**src/rtl/timer_dev_pkg.sv**
```systemverilog
// Shared definitions for the memory-mapped down-counting timer:
// register offsets, CTRL bit positions, mode encodings and FSM states.
package timer_dev_pkg;

    localparam logic [1:0] TMR_CTRL   = 2'd0;
    localparam logic [1:0] TMR_PRESET = 2'd1;
    localparam logic [1:0] TMR_COUNT  = 2'd2;

    localparam int EN       = 0;
    localparam int MODE_LSB = 1;
    localparam int MODE_MSB = 2;
    localparam int IM       = 3;

    localparam logic [1:0] MODE_ONESHOT = 2'b00;
    localparam logic [1:0] MODE_RELOAD  = 2'b01;

    typedef enum logic [1:0] {
        IDLE = 2'd0,
        LOAD = 2'd1,
        CNT  = 2'd2,
        INT  = 2'd3
    } tmr_state_e;

endpackage

```
**src/rtl/timer_dev.sv**
```systemverilog
// 32-bit down-counting timer behind the system bridge: CTRL/PRESET/COUNT
// registers, a four-state count FSM and a maskable interrupt line.
module timer_dev
    import timer_dev_pkg::*;
#(
    parameter int CTRL_W = 4
) (
    input  logic        clk,
    input  logic        rst_n,
    input  logic [1:0]  addr,
    input  logic        we,
    input  logic [31:0] wd,
    output logic [31:0] rd,
    output logic        irq,
    output logic [1:0]  dbg_state_o
);

    logic [CTRL_W-1:0] ctrl_q,     ctrl_d;
    logic [31:0]       preset_q,   preset_d;
    logic [31:0]       count_q,    count_d;
    logic              irq_flag_q, irq_flag_d;
    tmr_state_e        state_q,    state_d;

    always_ff @(posedge clk or negedge rst_n) begin
        if (!rst_n) begin
            ctrl_q     <= '0;
            preset_q   <= '0;
            count_q    <= '0;
            irq_flag_q <= 1'b0;
            state_q    <= IDLE;
        end else begin
            ctrl_q     <= ctrl_d;
            preset_q   <= preset_d;
            count_q    <= count_d;
            irq_flag_q <= irq_flag_d;
            state_q    <= state_d;
        end
    end

    // FSM first, then bus writes, so a CPU CTRL write overrides the
    // one-shot Enable clear issued from INT on the same edge.
    always_comb begin
        ctrl_d     = ctrl_q;
        preset_d   = preset_q;
        count_d    = count_q;
        irq_flag_d = irq_flag_q;
        state_d    = state_q;

        case (state_q)
            IDLE: begin
                if (ctrl_q[EN]) state_d = LOAD;
            end
            LOAD: begin
                count_d = preset_q;
                state_d = CNT;
            end
            CNT: begin
                if (!ctrl_q[EN]) begin
                    state_d = IDLE;
                end else if (count_q <= 32'd1) begin
                    count_d    = '0;
                    irq_flag_d = 1'b1;
                    state_d    = INT;
                end else begin
                    count_d = count_q - 32'd1;
                end
            end
            INT: begin
                if (ctrl_q[MODE_MSB:MODE_LSB] == MODE_RELOAD) begin
                    irq_flag_d = 1'b0;
                    state_d    = LOAD;
                end else begin
                    ctrl_d[EN] = 1'b0;
                    state_d    = IDLE;
                end
            end
            default: state_d = IDLE;
        endcase

        if (we) begin
            case (addr)
                TMR_CTRL: begin
                    ctrl_d     = wd[CTRL_W-1:0];
                    irq_flag_d = 1'b0;
                end
                TMR_PRESET: preset_d = wd;
                default: ;
            endcase
        end
    end

    always_comb begin
        rd = '0;
        case (addr)
            TMR_CTRL:   rd = {{(32-CTRL_W){1'b0}}, ctrl_q};
            TMR_PRESET: rd = preset_q;
            TMR_COUNT:  rd = count_q;
            default:    rd = '0;
        endcase
    end

    assign irq         = irq_flag_q & ctrl_q[IM];
    assign dbg_state_o = state_q;

endmodule

```
**config.mk**
```make
export PLATFORM = sky130hd
export DESIGN_NAME = timer_dev
export DESIGN_NICKNAME = d
export VERILOG_FILES = /design/src/rtl/timer_dev_pkg.sv /design/src/rtl/timer_dev.sv
export SDC_FILE = /design/constraint.sdc
export NUM_CORES = 1
export LEC_CHECK = 0
export CELL_PAD_IN_SITES_DETAIL_PLACEMENT = 1
export CELL_PAD_IN_SITES_GLOBAL_PLACEMENT = 1
export CORE_MARGIN = 3
export CORE_UTILIZATION = 37
export CTS_CLUSTER_DIAMETER = 80
export CTS_CLUSTER_SIZE = 16
export DETAILED_ROUTE_END_ITERATION = 8
export PLACE_DENSITY = 0.85
export REMOVE_ABC_BUFFERS = 1
export SLEW_MARGIN = 5
export SYNTH_ARGS = -nofsm -noshare
export SYNTH_HDL_FRONTEND = slang
export SYNTH_SLANG_ARGS = --single-unit
```
**constraint.sdc**
```tcl
create_clock -name clk -period 2.4 [get_ports clk]
set_input_delay 0.24 -clock clk [delete_from_list [all_inputs] [get_ports clk]]
set_output_delay 0.24 -clock clk [all_outputs]
set_load 0.01 [all_outputs]
```
==> metrics <==
die area=0.0122 mm2; post-synthesis area per instance=9.98 um2; clk sink count=71; Top FF cell, synth=dfrtp_1; 1st-pass router iterations=5; most common library cells after synthesis=dfrtp_1, mux2_2, nand2_1, a22o_1, clkbuf_1; Core ar.=0.0105 mm2; Worst-path clk slew=0.08 ns; f_max=415 MHz; reg2reg end=count_q[21]$_DFFE_PN0P_; post-layout instance area=0.00552 mm2; IO Pins=72; Cell Area, Synth=0.00402 mm2; fin. max-slew vios=0; final period utilization=100%; RSZ-0062 raised after global routing=yes; DIE HEIGHT=110 um; number of remaining DRC errors=0; CTS buffer count=9; Vias/cell=5.87; Layout area overhead=37.2%; Layout Nets=558; Crit path largest cell delay=0.61 ns; reg2reg start=count_q[5]$_DFFE_PN0P_; max cap viols=0; Worst EP arrival=2.70 ns; top cells by area, synth=dfrtp_1, mux2_2, a22o_1, nand2_1, o211ai_1; Clock Latency Late Sink=0.37 ns; CP max FO=7; final setup margin=-0.0104 ns; Hold WS=0.397 ns; setup slack, reg-to-reg=-0.01 ns; slew margin rel.=62.0%; Setup CP Type=reg -> reg; critical path buffer and inverter count=0; CTS tree=done; Setup violations, final=2; most used cell, CP=or4_4; initial antenna violation count=0; r2r worst-path depth=5; slowest CP cell=or4_4; clk buf depth=2; total number of vias=3877; Slew @ Worst Pin=0.570 ns; clock skew=0.00682 ns; n_diodes=0; number of global-route vias before repair=4229; wire length per cell=19.8 um; CP Launch Type=flop; filler instances=1183; root buffer cell=clkbuf_8; largest net degree at the start of global routing=38; DP HPWL=9430 um; setup tns final=-0.0134 ns; failing checks=negative setup slack; Post-DRT Antenna Nets=0; routed wire length=13100 um; most frequent cell after synthesis=dfrtp_1; Yosys top cell area share=44.2%; worst hold path class=in -> async; VDD IR max=0.572 mV; #FFs+latches synth=71; Netlist cell types=56; Overflow after GRT=0; status=complete, but fails checks; minimum clock period=2.41 ns; Final Wtd Congestion=0.885; number of synthesized flops with an enable pin=0; Worst EP required=2.69 ns; first-pass GRT wire length=21400 um; Final Core Density=52.8%; std cell rows=37; Seq/Total Area, Yosys=44.2%; Post-DP Area=0.00528 mm2; Synth Warn #=0; leak pwr=2.25 nW; H-Tree Depth=3; Async SR Flop Fraction=100%; Fin. Hold Viols=0; starting density of the core=38.5%; drt initial violations=198; layout cells sized above 1=25.2%; overall power=6.01 mW; Gate Count Post-Synth=403; I/O Buffers=71; power per cell area=1090 mW/mm2; die width=110 um; Worst setup EP type=flop; Synth area leader=dfrtp_1; GRT Overall Usage=22.8%; Top delay family on crit path=simple AND/OR/NAND/NOR gates; worst path cell trace=or4_4 > or4_4 > or3_4 > o41a_1 > o22ai_2
[cell usage in the layout (no fill, tap or decap), types with 4 or more instances in the layout]
cell and count:
nand3_1 11, o311ai_1 4, nand2_1 34, and3_1 7, o21ai_0 14, or4_4 5
a21oi_1 13, inv_1 7, clkbuf_8 10, o311ai_0 4, nand4_1 6, nor3_1 4
or4_1 6, a22oi_1 9, clkdlybuf4s50_1 70, dfrtp_1 71, nor4_1 9, a22o_1 31
mux2i_1 8, nor2_1 20, mux2_2 35, o211ai_1 16, buf_4 63, a31oi_1 4
[timing repair]
item | in CTS | in global routing
pin swaps | 4 | 1
resized for setup | 5 | 5
endpoints found under the hold margin | 23 | 0
hold buffers | 1 | 0
buffers inserted | 0 | 1
endpoints found under the setup margin | 6 | 8
[cell type report]
class / instances / area [um2] / share of cell area [%]
multi-input combinational: 292 / 2120 / 38.5
sequential: 71 / 1780 / 32.2
timing repair buffer: 137 / 1230 / 22.3
tap: 136 / 170 / 3.08
clock buffer: 12 / 145 / 2.63
clock inverter: 4 / 45.0 / 0.816
inverter: 8 / 30.0 / 0.544
[through the flow]
stage	setup slack, ns	cells
5_1_grt	-0.0597	660
4_1_cts	-0.00191	659
2_1_floorplan	-0.725	371
6_report	-0.0104	660
3_5_place_dp	-0.136	642
3_3_place_gp	-0.0613	642
[registers in the layout, summed over array words and instances (netlist names)]
signal and count:
count_q 32, ctrl_q 4, dbg_state_o 2, irq_flag_q 1, preset_q 32
[power by group]
part	total (mW)	internal [mW]	leakage, nW	switching [mW]
Clock	0.974	0.504	0.100	0.470
Sequential	1.95	1.60	0.861	0.353
Combinational	3.08	1.48	1.29	1.61
Total	6.01	3.58	2.25	2.43
[worst max-delay path by stage]
stage,from,to,slack [ns],cells past startpoint
floorplan,dbg_state_o[0]$_DFFE_PN0P_,count_q[24]$_DFFE_PN0P_,-0.72,4
global placement,count_q[8]$_DFFE_PN0P_,count_q[19]$_DFFE_PN0P_,-0.06,5
detailed placement,count_q[13]$_DFFE_PN0P_,count_q[19]$_DFFE_PN0P_,-0.14,5
CTS,count_q[5]$_DFFE_PN0P_,count_q[17]$_DFFE_PN0P_,-0.002,5
global route,count_q[5]$_DFFE_PN0P_,count_q[21]$_DFFE_PN0P_,-0.06,5
finish,count_q[5]$_DFFE_PN0P_,count_q[21]$_DFFE_PN0P_,-0.01,5
[routing by layer]
metal  track usage, %  part of all wire [%]
met1             29.7                    44
met2             37.5                    48
met3             3.32                   4.8
met4             10.6                   2.6
met5                0                     0
[cell families (layout without fill, tap and decap cells)]
family,count (synthesis),in the layout,synth area share (%)
AO/OA/AOI/OAI,118,118,22.2
adder cells (fa/ha/maj),2,2,0.622
buffers and inverters,40,161,4.10
flip-flops,71,71,44.2
multiplexers,43,43,11.8
AND/OR/NAND/NOR,129,129,17.2
[worst register-to-register path, stage by stage (launching register included)]
cell and delay (ns):
dfrtp_1 0.39, or4_4 0.54, or4_4 0.61, or3_4 0.36, o41a_1 0.33, o22ai_2 0.11
(Power assumes the default switching activity.)
